### config.mk
export PLATFORM = sky130hd
export DESIGN_NAME = instr_sequencer
export DESIGN_NICKNAME = d
export VERILOG_FILES = /design/src/rtl/instr_sequencer.sv
export SDC_FILE = /design/constraint.sdc
export NUM_CORES = 1
export LEC_CHECK = 0
export CORE_MARGIN = 4
export CORE_UTILIZATION = 40
export DETAILED_ROUTE_END_ITERATION = 10
export PLACE_DENSITY = 0.57
export REMOVE_ABC_BUFFERS = 1
export SETUP_SLACK_MARGIN = 0.05
export SYNTH_ARGS = -nofsm -noshare
export SYNTH_HDL_FRONTEND = slang
export SYNTH_SLANG_ARGS = --single-unit
### constraint.sdc
create_clock -name clk -period 3.8 [get_ports clk]
set_input_delay 0.76 -clock clk [delete_from_list [all_inputs] [get_ports clk]]
set_output_delay 0.76 -clock clk [all_outputs]
set_load 0.05 [all_outputs]
### src/rtl/instr_sequencer.sv
// instr_sequencer
//   Plays a small loaded program out to a processor, one instruction word at a
//   time, each word held for HOLD cycles. Entries are loaded while idle; a run
//   walks entries 0..prog_len-1, either once (ending in a one-cycle DONE) or
//   wrapping forever in repeat mode until stop/rst.
//
// Ports
//   clk, rst                 clock (rising edge), synchronous active-high reset
//   ld_valid/ld_addr/
//   ld_opcode/ld_data        program-load write port (accepted only in IDLE)
//   start, stop              begin / abort execution
//   prog_len, repeat_mode    run length (1..16) and wrap enable, sampled on start
//   opcode, data             presented instruction word and operand
//   issue                    high on the first cycle of each presented word
//   pc                       index of the presented word
//   ld_ready, busy, done,err IDLE / RUN / completion pulse / error pulse
module instr_sequencer #(
  parameter int HOLD  = 4,
  parameter int DEPTH = 16
) (
  input  logic       clk,
  input  logic       rst,
  input  logic       ld_valid,
  input  logic [3:0] ld_addr,
  input  logic [9:0] ld_opcode,
  input  logic [4:0] ld_data,
  input  logic       start,
  input  logic       stop,
  input  logic [4:0] prog_len,
  input  logic       repeat_mode,
  output logic [9:0] opcode,
  output logic [4:0] data,
  output logic       issue,
  output logic [3:0] pc,
  output logic       ld_ready,
  output logic       busy,
  output logic       done,
  output logic       err
);

  // op 1, source 0, destination 7: a word that writes no register
  localparam logic [9:0] IDLE_OP = 10'h047;

  typedef enum logic [1:0] {IDLE, RUN, DONE} state_t;

  state_t      state_q, state_d;
  logic [3:0]  pc_q, pc_d;
  logic [3:0]  cnt_q, cnt_d;     // cycles already spent on the current word
  logic [4:0]  len_q, len_d;
  logic        rep_q, rep_d;
  logic        err_q, err_d;
  logic [14:0] mem_q [DEPTH];    // {opcode, data}; deliberately never reset

  logic ld_legal, ld_we, len_ok, last_hold, last_entry;

  assign ld_legal   = (ld_opcode[9:6] <= 4'd12) && (ld_opcode[5:3] <= 3'd5) &&
                      (ld_opcode[2:0] <= 3'd4);
  assign len_ok     = (prog_len != 5'd0) && (prog_len <= 5'd16);
  assign ld_we      = !rst && (state_q == IDLE) && ld_valid && ld_legal &&
                      (int'(ld_addr) < DEPTH);
  assign last_hold  = (cnt_q == 4'(HOLD - 1));
  assign last_entry = ({1'b0, pc_q} == (len_q - 5'd1));

  always_ff @(posedge clk) begin
    if (ld_we) mem_q[ld_addr] <= {ld_opcode, ld_data};
  end

  always_comb begin
    state_d = state_q;
    pc_d    = pc_q;
    cnt_d   = cnt_q;
    len_d   = len_q;
    rep_d   = rep_q;
    err_d   = 1'b0;
    case (state_q)
      IDLE: begin
        if (ld_valid && !ld_legal) err_d = 1'b1;
        // stop beats start: a simultaneous pair is simply ignored
        if (start && !stop) begin
          if (len_ok) begin
            state_d = RUN;
            pc_d    = 4'd0;
            cnt_d   = 4'd0;
            len_d   = prog_len;
            rep_d   = repeat_mode;
          end else begin
            err_d = 1'b1;
          end
        end
      end
      RUN: begin
        if (stop) begin
          state_d = IDLE;
          pc_d    = 4'd0;
          cnt_d   = 4'd0;
        end else if (last_hold) begin
          cnt_d = 4'd0;
          if (last_entry) begin
            pc_d = 4'd0;
            if (!rep_q) state_d = DONE;
          end else begin
            pc_d = pc_q + 4'd1;
          end
        end else begin
          cnt_d = cnt_q + 4'd1;
        end
      end
      DONE:    state_d = IDLE;
      default: state_d = IDLE;
    endcase
  end

  always_ff @(posedge clk) begin
    if (rst) begin
      state_q <= IDLE;
      pc_q    <= 4'd0;
      cnt_q   <= 4'd0;
      len_q   <= 5'd1;
      rep_q   <= 1'b0;
      err_q   <= 1'b0;
    end else begin
      state_q <= state_d;
      pc_q    <= pc_d;
      cnt_q   <= cnt_d;
      len_q   <= len_d;
      rep_q   <= rep_d;
      err_q   <= err_d;
    end
  end

  assign busy     = (state_q == RUN);
  assign ld_ready = (state_q == IDLE);
  assign done     = (state_q == DONE);
  assign err      = err_q;
  assign issue    = busy && (cnt_q == 4'd0);
  assign pc       = pc_q;
  assign opcode   = busy ? mem_q[pc_q][14:5] : IDLE_OP;
  assign data     = busy ? mem_q[pc_q][4:0]  : 5'd0;

endmodule

==> metrics, run 1 <==
Crit path largest cell delay=0.61 ns; clk root buf=clkbuf_16; final hold vios=0; drt drc=0; reg-to-reg critical path startpoint=state_q[0]; Final Non-Filler Cells=971; Final Cycle Share=between 90 and 100%; fill count=around 2100; Reg area=7630 µm²; # IOs=54; Crit. End Element=primary output; synthesized area per cell=20.8 µm²; worst slew pin tran=1.05 ns; Data arrival, critical path=2.75 ns; TritonCTS Buffers=28; Num Clock Sinks=around 260; Clock Skew=around 0.0070 ns; GPL Wtd Cong=0.790; most frequent cell after synthesis=edfxtp_1; core region area=25900 µm²; fmax=~280 MHz; P&R area growth vs syn=20.6%; post-synth design cell area=about 10000 µm²; Ant. Diodes=0; Yosys cell types=47; row count=just under 60; sequential area share after synthesis=72.6%; min cycle time layout=about 3.5 ns; post-synthesis simple-gate area fraction=roughly 4.4%; critical path class=register to primary output; nets=650; clock-pin slew on the worst setup and hold paths=approximately 0.060 ns; cts hold-fix bufs=0; final instance area=12700 µm²; total power=6180 µW; largest buffer count on any clock path=3; Synth Flop Type=edfxtp_1; leading area contributor after synthesis=edfxtp_1; Post-DRT Antenna Nets=0; area taken by multi-input logic gates=2710 µm²; DR iter-0 viols=about 400; antenna violations before repair=0; unrepaired setup endpoints after global routing=false; worst slack, placed=0.529 ns; worst-skew pair later-pin latency=between 0.5 and 0.6 ns; Max stage delay cell, worst path=mux4_1; post-synth top area share=68.6%; Final WS setup=0.286 ns; Post-DP Area=roughly 12000 µm²; hold_ws=~0.55 ns; Final setup viols=0; Static Leakage=0.00411 µW; Max Cap Viol=0; Post-synth ARST share=0%; Commonest cells post-synth=edfxtp_1 (240), mux4_1 (36), mux4_2 (35); Hold Path Class=register to register; maximum vdd drop=a little under 0.4 mV; Worst slew margin=29.6%; XOR/XNOR Fraction of Synth Area=0.894%; Post-Synth Adder-Cell Area=less than 1%; worst path required time=3.04 ns; TritonCTS clock tree=built; Initial Util=40.5%; #FFs+latches synth=around 260; DRT Pass-1 Iters=4; largest family of logic cells by synthesized area=multiplexers; Post-synth EDFFs=240; Post-DP HPWL=between 10000 and 15000 µm; total grt overflow=0; WL per Instance=~24 µm; post-synthesis mux area share=18.0%; Synth Area in Compound Gates=1.57%; Inst Count DP=920; first-pass GRT wire length=34800 µm; routed via count=5300; Port Buffer Count=53; vias in the first global route=5617; Routed WL=23000 µm; gr usage total=16.0%; Cells after Synth=505; layout cells sized above 1=25.8%; main area contributors after synthesis=edfxtp_1 (69%), mux4_1 (9.0%), mux4_2 (7.5%); HP Start=rep_q; die area=28900 µm²; Worst setup SP type=register; maximum number of pins on one net before global-route repair=57; vias per inst=5.46; Die Width=170 µm; crit path cell chain=buf_12, mux4_1, mux4_2, and2_1, buf_4; Syn. warnings=0; Final Max Tran Viols=0; Cell Pwr Density=488 nW/µm²; critical path fanouts, max=27; Die Y=170 µm; status=completed; Max H-tree Level=1
[cell usage in the layout (no fill, tap or decap), drive strengths merged, types with 5 or more instances in the layout]
master         Yosys  routed
clkbuf             6      37
dfxtp             21      21
bufinv             0       6
nand3              8       8
mux2               5       5
o21ai              6       6
mux4              71      71
inv                9       9
buf               15      64
nor2              29      29
clkdlybuf4s50      0      38
nand2             20      20
mux2i             10      10
clkinv             0       6
nor3               6       6
a21oi              5       5
edfxtp           240     240
and2              11      11
xnor2              5       5
[routing by layer]
metal,vias up,global-route usage [%],wire [µm]
met1,2781,22.1,9840
met5,-,0,0
met4,0,4.13,556
met2,143,27.2,11500
li1,2331,-,-
met3,45,2.32,1080
[final cells by class]
cell class              count  share of cell area [%]
flip-flops and latches    261                    60.3
multi-input cells         214                    21.4
repair buffers            102                    7.15
clock buffers              37                    5.97
well taps                 335                    3.31
clock inverters            13                    1.69
inverters                   9                   0.267
[what timing repair did]
action	CTS	global route
buffers inserted	0	1
endpoints found under the setup margin	0	1
resized for setup	0	0
[stage by stage]
step | utilization [%] | TNS (ns)
floorplan | - | -8.32
global placement | 45.1 | 0
detailed placement | 45.1 | 0
CTS | 48.8 | 0
global route | 48.9 | 0
finish | 48.9 | 0
[worst max-delay path: cells and delay by family (launching register included)]
family,cells,cell delay [ns]
buf+inv,2,0.45
flops,1,0.50
mux,2,1.08
simple gates,1,0.17
[worst paths after layout]
check	end	slack, ns	cells past startpoint
hold reg to reg	rep_q	0.55	2
setup / recovery	opcode[7]	0.29	5
hold / removal	rep_q	0.55	2
setup reg to reg	mem_q[7][6]	1.30	5
[sequential cells by signal (all words and copies together), names as in the netlist, named ones only]
| name | cells |
|---|---|
| cnt_q | 4 |
| rep_q | 1 |
| mem_q | 240 |
| err | 1 |
| state_q | 2 |
| pc | 4 |
| len_q | 5 |
[where the power goes]
group / total [µW] / internal, µW / switching, µW
Sequential: 3160 / 3150 / 8.25
Clock: 2830 / 1790 / 1030
Combinational: 195 / 74.0 / 121
[cell families after synthesis]
kind of cell,after synthesis
adder cells (fa/ha/maj),4
buffers and inverters,30
AO/OA/AOI/OAI,24
flip-flops,261
multiplexers,86
XOR/XNOR,9
AND/OR/NAND/NOR,91
Power figures use the tool's default switching activity.
==> run 2, diff against run 1 <==
--- a/config.mk
+++ b/config.mk
@@ -5,6 +5,7 @@
 export SDC_FILE = /design/constraint.sdc
 export NUM_CORES = 1
 export LEC_CHECK = 0
+export ABC_AREA = 1
 export CORE_MARGIN = 4
 export CORE_UTILIZATION = 40
 export DETAILED_ROUTE_END_ITERATION = 10
==> metrics, run 2 <==
status=completed (unchanged); Worst slew margin=49.0% (was 29.6%); min cycle time layout=3.50 ns (was 3.51 ns); fill count=2289 (was 2101); worst slew pin tran=0.763 ns (was 1.05 ns); met2 usage=26.6% (was 27.2%); post-CTS setup buffer count=0 (unchanged); most frequent cell after synthesis=edfxtp_1 (unchanged); worst-skew pair later-pin latency=0.54 ns (was 0.53 ns); Synth Area in Compound Gates=11.6% (was 1.57%); largest family of logic cells by synthesized area=simple AND/OR/NAND/NOR gates (was multiplexers); largest buffer count on any clock path=3 (unchanged); Cell Pwr Density=482 nW/µm² (was 488 nW/µm²); vias in the first global route=6861 (was 5617); post-synthesis mux area share=0% (was 18.0%); first-pass GRT wire length=41500 µm (was 34800 µm); Syn. warnings=0 (unchanged); Static Leakage=0.00431 µW (was 0.00411 µW); post-synth top area share=67.1% (was 68.6%); Final Max Tran Viols=0 (unchanged); die area=29500 µm² (was 28900 µm²); # IOs=54 (unchanged); critical path fanouts, max=29 (was 27); Clock Skew=0.0161 ns (was 0.00696 ns); post-synthesis simple-gate area fraction=12.9% (was 4.36%); leading area contributor after synthesis=edfxtp_1 (unchanged); worst path required time=3.04 ns (about the same); Synth Flop Type=edfxtp_1 (unchanged); Post-Synth Adder-Cell Area=0.466% (was 0.477%); unrepaired setup endpoints after global routing=false (unchanged); most frequent cells in the layout=edfxtp_1 (240), nor2_1 (196), o21ai_0 (106) (was edfxtp_1 (240), buf_4 (60), clkdlybuf4s50_1 (38)); main area contributors after synthesis=edfxtp_1 (67%), nor2_1 (7.4%), o21ai_0 (4.9%) (was edfxtp_1 (69%), mux4_1 (9.0%), mux4_2 (7.5%)); Data arrival, critical path=2.74 ns (was 2.75 ns); XOR/XNOR Fraction of Synth Area=0.0815% (was 0.894%); WL per Instance=20.6 µm (was 23.7 µm); Routed WL=27300 µm (was 23000 µm); final hold vios=0 (unchanged); commonest non-fill, non-tap cell in the layout=edfxtp_1 (unchanged); Max Cap Viol=0 (unchanged); TritonCTS clock tree=built (unchanged); sequential area share after synthesis=71.0% (was 72.6%); DR iter-0 viols=684 (was 394); Port Buffer Count=53 (unchanged); maximum vdd drop=0.274 mV (was 0.386 mV); maximum number of pins on one net before global-route repair=94 (was 57); GRT busiest layer=met1 (was met2); total grt overflow=0 (unchanged); Worst setup SP type=register (unchanged); Num Clock Sinks=261 (unchanged); Inst Count DP=1276 (was 920); Max H-tree Level=1 (unchanged); clock-pin slew on the worst setup and hold paths=0.06 ns (about the same); routed via count=7191 (was 5300); synthesized area per cell=12.0 µm² (was 20.8 µm²); Cells after Synth=892 (was 505); post-cts sizing count=0 (unchanged); Hold Crit Depth=2 (unchanged); gr usage total=18.5% (was 16.0%); Die Y=172 µm (was 170 µm); core region area=26200 µm² (was 25900 µm²); GR Layer Usage met1=29.2% (was 22.1%); P&R area growth vs syn=19.4% (was 20.6%); Top Registers=mem_q (240), len_q (5) (unchanged); setup_tns=0 ns (unchanged); critical path class=register to primary output (unchanged); clk root buf=clkbuf_16 (unchanged); Max stage delay cell, worst path=dfxtp_4 (was mux4_1); Initial Util=41.0% (was 40.5%); Commonest cells post-synth=edfxtp_1 (240), nor2_1 (212), o21ai_0 (106) (was edfxtp_1 (240), mux4_1 (36), mux4_2 (35)); Yosys cell types=32 (was 47); DRT Pass-1 Iters=5 (was 4); Final Cycle Share=92.2% (was 92.5%); GPL Wtd Cong=0.820 (was 0.790); fmax=286 MHz (was 285 MHz); Post-synth ARST share=0% (unchanged); Post-synth EDFFs=240 (unchanged); Final setup viols=0 (unchanged); max reg flops=240 (unchanged); Post-DP HPWL=17200 µm (was 14700 µm); #FFs+latches synth=261 (unchanged); nets=1004 (was 650); Post-DRT Antenna Nets=0 (unchanged); met3 Resource Use GR=2.67% (was 2.32%); antenna violations before repair=0 (unchanged); Ant. Diodes=0 (unchanged); Top reg by flops=mem_q (unchanged); layout cells sized above 1=13.0% (was 25.8%); TritonCTS Buffers=27 (was 28); cts hold-fix bufs=0 (unchanged); R2R depth=8 (was 5); vias per inst=5.42 (was 5.46); Crit path largest cell delay=0.55 ns (was 0.61 ns); Hold Path Class=register to register (unchanged); Crit. End Element=primary output (unchanged); row count=59 (unchanged); Die Width=172 µm (was 170 µm); crit path cell chain=clkinv_2, buf_4, o21ai_0, o211ai_1, nand3_1, a21oi_1, buf_12 (was buf_12, mux4_1, mux4_2, and2_1, buf_4); post-synth design cell area=10700 µm² (was 10500 µm²); drt drc=0 (unchanged); Final Non-Filler Cells=1326 (was 971)
## run 2: cell types whose count changed after synthesis, sizes merged, moves of 10 or more
| cell | delta |
|---|---|
| nand2 | +35 |
| mux4 | -71 |
| o21ai | +118 |
| and2 | -11 |
| nor2 | +186 |
| inv | +24 |
| buf | +15 |
| o211ai | +56 |
| nand3 | +43 |
| clkbuf | +14 |
| a21oi | +18 |
| mux2i | -10 |
## run 2: power by group
| part | leakage, µW | total [µW] | internal, µW | switching (µW) |
|---|---|---|---|---|
| Clock | 0.000403 | 2500 | 1470 | 1030 |
| Sequential | 0.00233 | 3180 | 3150 | 23.8 |
| Combinational | 0.00158 | 500 | 165 | 336 |
| Total | 0.00431 | 6180 | 4790 | 1390 |
## run 2: metal layers
layer  vias up  wire (µm)
li1       3381          -
met2       259      11600
met4         0        702
met1      3501      13000
met5         -          0
met3        50       1890
## run 2: metrics by stage
stage | power [µW] | setup slack (ns) | utilization [%] | hold slack [ns] | area [µm²]
floorplan | 3490 | -1.90 | - | 0.424 | 10400
global placement | 3730 | 0.583 | 45.7 | 0.434 | 12000
detailed placement | 3730 | 0.538 | 45.7 | 0.442 | 12000
CTS | 6230 | 0.354 | 48.9 | 0.451 | 12800
global route | 6390 | 0.199 | 48.9 | 0.489 | 12800
finish | 6180 | 0.298 | 48.9 | 0.448 | 12800
## run 2: final cells by class
cell class / count / area (µm²) / area share (%)
clock inverters: 10 / 103 / 0.800
inverters: 34 / 134 / 1.04
clock buffers: 40 / 734 / 5.73
well taps: 335 / 419 / 3.27
flip-flops and latches: 261 / 7630 / 59.5
multi-input cells: 547 / 2720 / 21.2
repair buffers: 99 / 1080 / 8.39
## run 2: path summary, 6_finish.rpt
| kind | startpoint | to | slack [ns] |
|---|---|---|---|
| hold reg to reg | rep_q | rep_q | 0.45 |
| setup / recovery | register | opcode[3] | 0.30 |
| setup reg to reg | state_q[1] | mem_q[4][5] | 1.56 |
| hold / removal | rep_q | rep_q | 0.45 |
## run 2: cell families (layout without fill, tap and decap cells)
group	after synthesis	after routing
flops	261	261
xor+xnor	1	1
compound gates	214	214
simple gates	328	328
buf+inv	84	183
fa+ha+maj	4	4
## run 2: critical path: cells and delay by family (launching register included)
kind,cells,cell delay (ns)
buffers and inverters,3,0.73
AOI/OAI and AO/OA,3,0.78
and+or+nand+nor,1,0.13
DFF,1,0.55
